File: config.mk
export PLATFORM = sky130hd
export DESIGN_NAME = regfile_2w_scoreboard
export DESIGN_NICKNAME = d
export VERILOG_FILES = /design/src/rtl/regfile_2w_scoreboard.sv
export SDC_FILE = /design/constraint.sdc
export NUM_CORES = 2
export LEC_CHECK = 0
export CAP_MARGIN = 0
export CORE_AREA = 2 2 320 322
export CTS_CLUSTER_SIZE = 24
export DETAILED_ROUTE_END_ITERATION = 8
export DIE_AREA = 0 0 322 324
export HOLD_SLACK_MARGIN = 0.15
export MAX_ROUTING_LAYER = met4
export PLACE_DENSITY_LB_ADDON = 0.15
export RECOVER_POWER = 100
export SYNTH_ARGS = -nofsm -noshare
export SYNTH_HDL_FRONTEND = slang
export SYNTH_SLANG_ARGS = --single-unit
File: constraint.sdc
create_clock -name CLK -period 4.05 [get_ports CLK]
set_input_delay 0.81 -clock CLK [delete_from_list [all_inputs] [get_ports CLK]]
set_output_delay 0.81 -clock CLK [all_outputs]
set_load 0.05 [all_outputs]
File: src/rtl/regfile_2w_scoreboard.sv
// Two-read / two-write register file with a per-register pending-write scoreboard.
// Port 4 (load return) wins write conflicts and retires busy bits; CLAIM marks a register pending.
module regfile_2w_scoreboard #(
  parameter int DATA_W   = 32,
  parameter int ADDR_W   = 5,
  parameter int ZERO_REG = 1,
  parameter int BYPASS   = 1
) (
  input  logic              CLK,
  input  logic              RST_N,
  input  logic [ADDR_W-1:0] A1,
  input  logic [ADDR_W-1:0] A2,
  output logic [DATA_W-1:0] RD1,
  output logic [DATA_W-1:0] RD2,
  output logic              BUSY1,
  output logic              BUSY2,
  input  logic              WE3,
  input  logic [ADDR_W-1:0] A3,
  input  logic [DATA_W-1:0] WD3,
  input  logic              WE4,
  input  logic [ADDR_W-1:0] A4,
  input  logic [DATA_W-1:0] WD4,
  input  logic              CLAIM,
  input  logic [ADDR_W-1:0] CA,
  output logic              BUSY_ANY
);

  localparam int NREGS = 2 ** ADDR_W;

  logic [NREGS-1:0][DATA_W-1:0] regs;
  logic [NREGS-1:0]             busy;

  function automatic logic is_zero(input logic [ADDR_W-1:0] a);
    return (ZERO_REG != 0) && (a == '0);
  endfunction

  // Bypass order mirrors write priority: port 4 data beats port 3 data.
  function automatic logic [DATA_W-1:0] rd_sel(
    input logic [ADDR_W-1:0] a,
    input logic [DATA_W-1:0] stored
  );
    logic [DATA_W-1:0] d;
    d = stored;
    if (is_zero(a))
      d = '0;
    else if ((BYPASS != 0) && WE4 && (A4 == a))
      d = WD4;
    else if ((BYPASS != 0) && WE3 && (A3 == a))
      d = WD3;
    return d;
  endfunction

  function automatic logic busy_sel(input logic [ADDR_W-1:0] a, input logic stored);
    logic b;
    b = stored;
    if ((BYPASS != 0) && WE4 && (A4 == a))
      b = 1'b0;
    return b;
  endfunction

  // Port 4 assignment comes last so it wins an address collision with port 3.
  always_ff @(posedge CLK or negedge RST_N) begin
    if (!RST_N) begin
      regs <= '0;
    end else begin
      if (WE3 && !is_zero(A3))
        regs[A3] <= WD3;
      if (WE4 && !is_zero(A4))
        regs[A4] <= WD4;
    end
  end

  // A claim is younger than a same-cycle retirement, so the set follows the clear.
  always_ff @(posedge CLK or negedge RST_N) begin
    if (!RST_N) begin
      busy <= '0;
    end else begin
      if (WE4)
        busy[A4] <= 1'b0;
      if (CLAIM && !is_zero(CA))
        busy[CA] <= 1'b1;
    end
  end

  // Bypass paths would otherwise leak write data through while reset is held.
  always_comb begin
    RD1      = '0;
    RD2      = '0;
    BUSY1    = 1'b0;
    BUSY2    = 1'b0;
    BUSY_ANY = 1'b0;
    if (RST_N) begin
      RD1      = rd_sel(A1, regs[A1]);
      RD2      = rd_sel(A2, regs[A2]);
      BUSY1    = busy_sel(A1, busy[A1]);
      BUSY2    = busy_sel(A2, busy[A2]);
      BUSY_ANY = |busy;
    end
  end

endmodule

==> results.txt <==
Fin Hold WS = 395 ps
gpl congestion = 0.980
worst slew pin tran = 2300 ps
Async SR Flop Fraction = 100%
dpl hpwl = 146,000 um
clk buf depth = 3
multi-input combinational cell area = 36,600 um^2
Pint = 0.0252 W
Synth area leader = dfrtp_1
Post-Synthesis Cells = 6,274
Synth warnings = 0
min Tclk post-route = 4070 ps
CP Data Required Time = 3240 ps
Worst-path clk slew = 60 ps
P_sw = 0.0113 W
most frequent cells in the layout = mux2i_1, dfrtp_1, nand2_1, nor2_1, mux4_2
largest cells by area after synthesis = dfrtp_1, mux4_2, mux2i_1
final hold viol count = 0
Yosys reg bits = 1,056
fin util = 74.0%
Reg2Reg Depth = 2
clock root buffer = clkbuf_16
largest net degree at the start of global routing = 160
Clock Latency Late Sink = 710 ps
sequential-to-total area share from yosys stat = 40.0%
I/O pin total = 161
Overall Power = 0.0365 W
worst-path fanout max = 9
Post-synth EDFFs = 0
failing checks = capacitance limit, slew limit, setup timing
Die ar. = 104,000 um^2
routed vias = 55.8k
Slew Limit Fails = 1,879
clock sinks = 1,056
register area = 26,400 um^2
outcome = finished with violations
num rows = 117
vias per inst = 7.43
Worst EP arrival = 3260 ps
final wirelength = 241,000 um
Layout area overhead = 13.2%
core area = 101,000 um^2
WHS Path Cells = 0
antenna-violating nets left = 0
Post-synth top flop = dfrtp_1
critical path class = primary input to output port
mapped cell area = 66,100 um^2
Critical Path End Type = output port
WL per Instance = 32.0 um
VDD IR max = 0.383 mV
Final Skew = 0 ps
CTS buffer count = 116
first-pass GRT wire length = 355,000 um
initial core utilization = 65.4%
final worst-path setup slack = -22.0 ps
antenna violations before repair = 4
# setup viols final = 1
overall routing resource usage = 47.8%
PortBufs = 160
layout cells sized above 1 = 20.4%
most common cell after layout, fill and taps aside = mux2i_1
number of global-route vias before repair = 54.9k
sequential share of power = 42.8%
Mean Syn Cell Area = 10.5 um^2
RSZ-0062 raised after global routing = yes
1st-iter DRT viols = 8,744
Die W = 322 um
DRC viols = 0
H-tree Lvls = 3
Max Freq = 246 MHz
max_slew headroom = -53.6%
period utilization = 101%
Comb pwr share = 25.9%
Initial DRT Pass Iterations = 7
total grt overflow = 0
Clock power frac = 31.3%
Die Ht = 324 um
Final #Nets = 6,188
Synth top area share = 40.0%
P per Cell Area = 489 nW/um^2
Mapped Nets = 6,368
Fillers = 6,725
Yosys cell types = 54
Tightest Hold Check Type = flip-flop to flip-flop
CTS tree = built
net switching share of the total power = 31.0%
Leak Pwr = 33.3 nW
crit path launch type = primary input
Max-cap violations = 31
[worst paths after layout]
| kind | slack, ps | startpoint | end |
|---|---|---|---|
| min in group asynchronous | 510 | RST_N | regs[128] |
| max in group asynchronous | 380 | RST_N | regs[523] |
| worst min register to register | 400 | regs[10] | regs[10] |
| worst max register to register | 3140 | regs[786] | regs[786] |
| worst min-delay path | 400 | regs[10] | regs[10] |
| worst max-delay path | -20 | A1[3] | RD1[0] |
[metrics by stage]
stage	cells	setup WS, ps	TNS [ps]	area, um^2
6_report	7506	-22.0	-22.0	74800
5_1_grt	7505	-32.4	-109	74800
4_1_cts	7498	1.05	0	75300
3_5_place_dp	7282	-131	-931	71100
3_3_place_gp	7282	-161	-716	71100
2_1_floorplan	6274	47.6	0	66100
[routing by layer]
layer  vias to the layer above  routed length (um)  global-route usage [%]
li1                      22473                   -                       -
met1                     27299               83600                    60.8
met2                      4836              102000                    66.4
met3                      1169               37900                    17.2
met4                         0               17000                    27.4
met5                         -                   0                       -
[kinds of logic after synthesis]
logic type             Yosys count  synth area share, %
buffers and inverters          836                 5.20
flip-flops                    1056                 40.0
AO/OA/AOI/OAI                 1355                 11.6
multiplexers                  1623                 34.7
XOR/XNOR                        20                0.265
AND/OR/NAND/NOR               1384                 8.29
[final cells by class]
cell class | count | share of cell area [%]
Multi-Input combinational cell | 4382 | 49.0
Inverter | 11 | 0.0552
Antenna cell | 6 | 0.0201
Timing Repair Buffer | 527 | 7.89
Tap cell | 1309 | 2.19
Clock inverter | 46 | 0.820
Sequential cell | 1056 | 35.3
Clock buffer | 169 | 4.66
[power by group through the flow]
| stage | combinational, W | sequential [W] | clock (W) |
|---|---|---|---|
| floorplan | 0.00695 | 0.0148 | 0 |
| global placement | 0.00899 | 0.0154 | 0 |
| detailed placement | 0.00935 | 0.0156 | 0 |
| CTS | 0.00939 | 0.0155 | 0.0114 |
| global route | 0.0101 | 0.0159 | 0.0119 |
| finish | 0.00946 | 0.0157 | 0.0114 |
[cells in the mapped netlist, types with 9 or more instances]
cell type and count:
a22o_1 32, o22ai_1 65, nand3b_1 10, a32o_1 32, xnor2_1 11, mux2i_1 1061
buf_1 101, nor4_1 11, o221ai_1 31, a21oi_1 512, nor2_1 607, clkbuf_1 551
dfrtp_1 1056, nand2_1 688, mux2_2 33, mux4_2 529, inv_1 11, xor2_1 9
o21ai_0 481, a22oi_1 62, o21ai_1 68, o2111ai_1 32, buf_4 30, a211oi_1 33
buf_2 142
[sequential cells by signal, indices dropped and copies added (netlist names)]
| register | count |
|---|---|
| regs | 1024 |
| busy | 32 |
[worst max-delay path, cell delays in order]
cell	delay, ps
clkdlybuf4s50_1	450
buf_4	170
xnor2_1	140
nand4_1	220
buf_4	230
o21ai_4	190
buf_4	290
o221ai_1	170
o21ai_0	280
buf_4	180
buf_12	120
[what timing repair did]
item	in CTS	in global routing
resized for setup	3	6
endpoints found under the setup margin	35	49
hold buffers	1	0
hold endpoints to repair	5	0
pin swaps	0	2
buffers inserted	0	2
(Power assumes the default switching activity.)
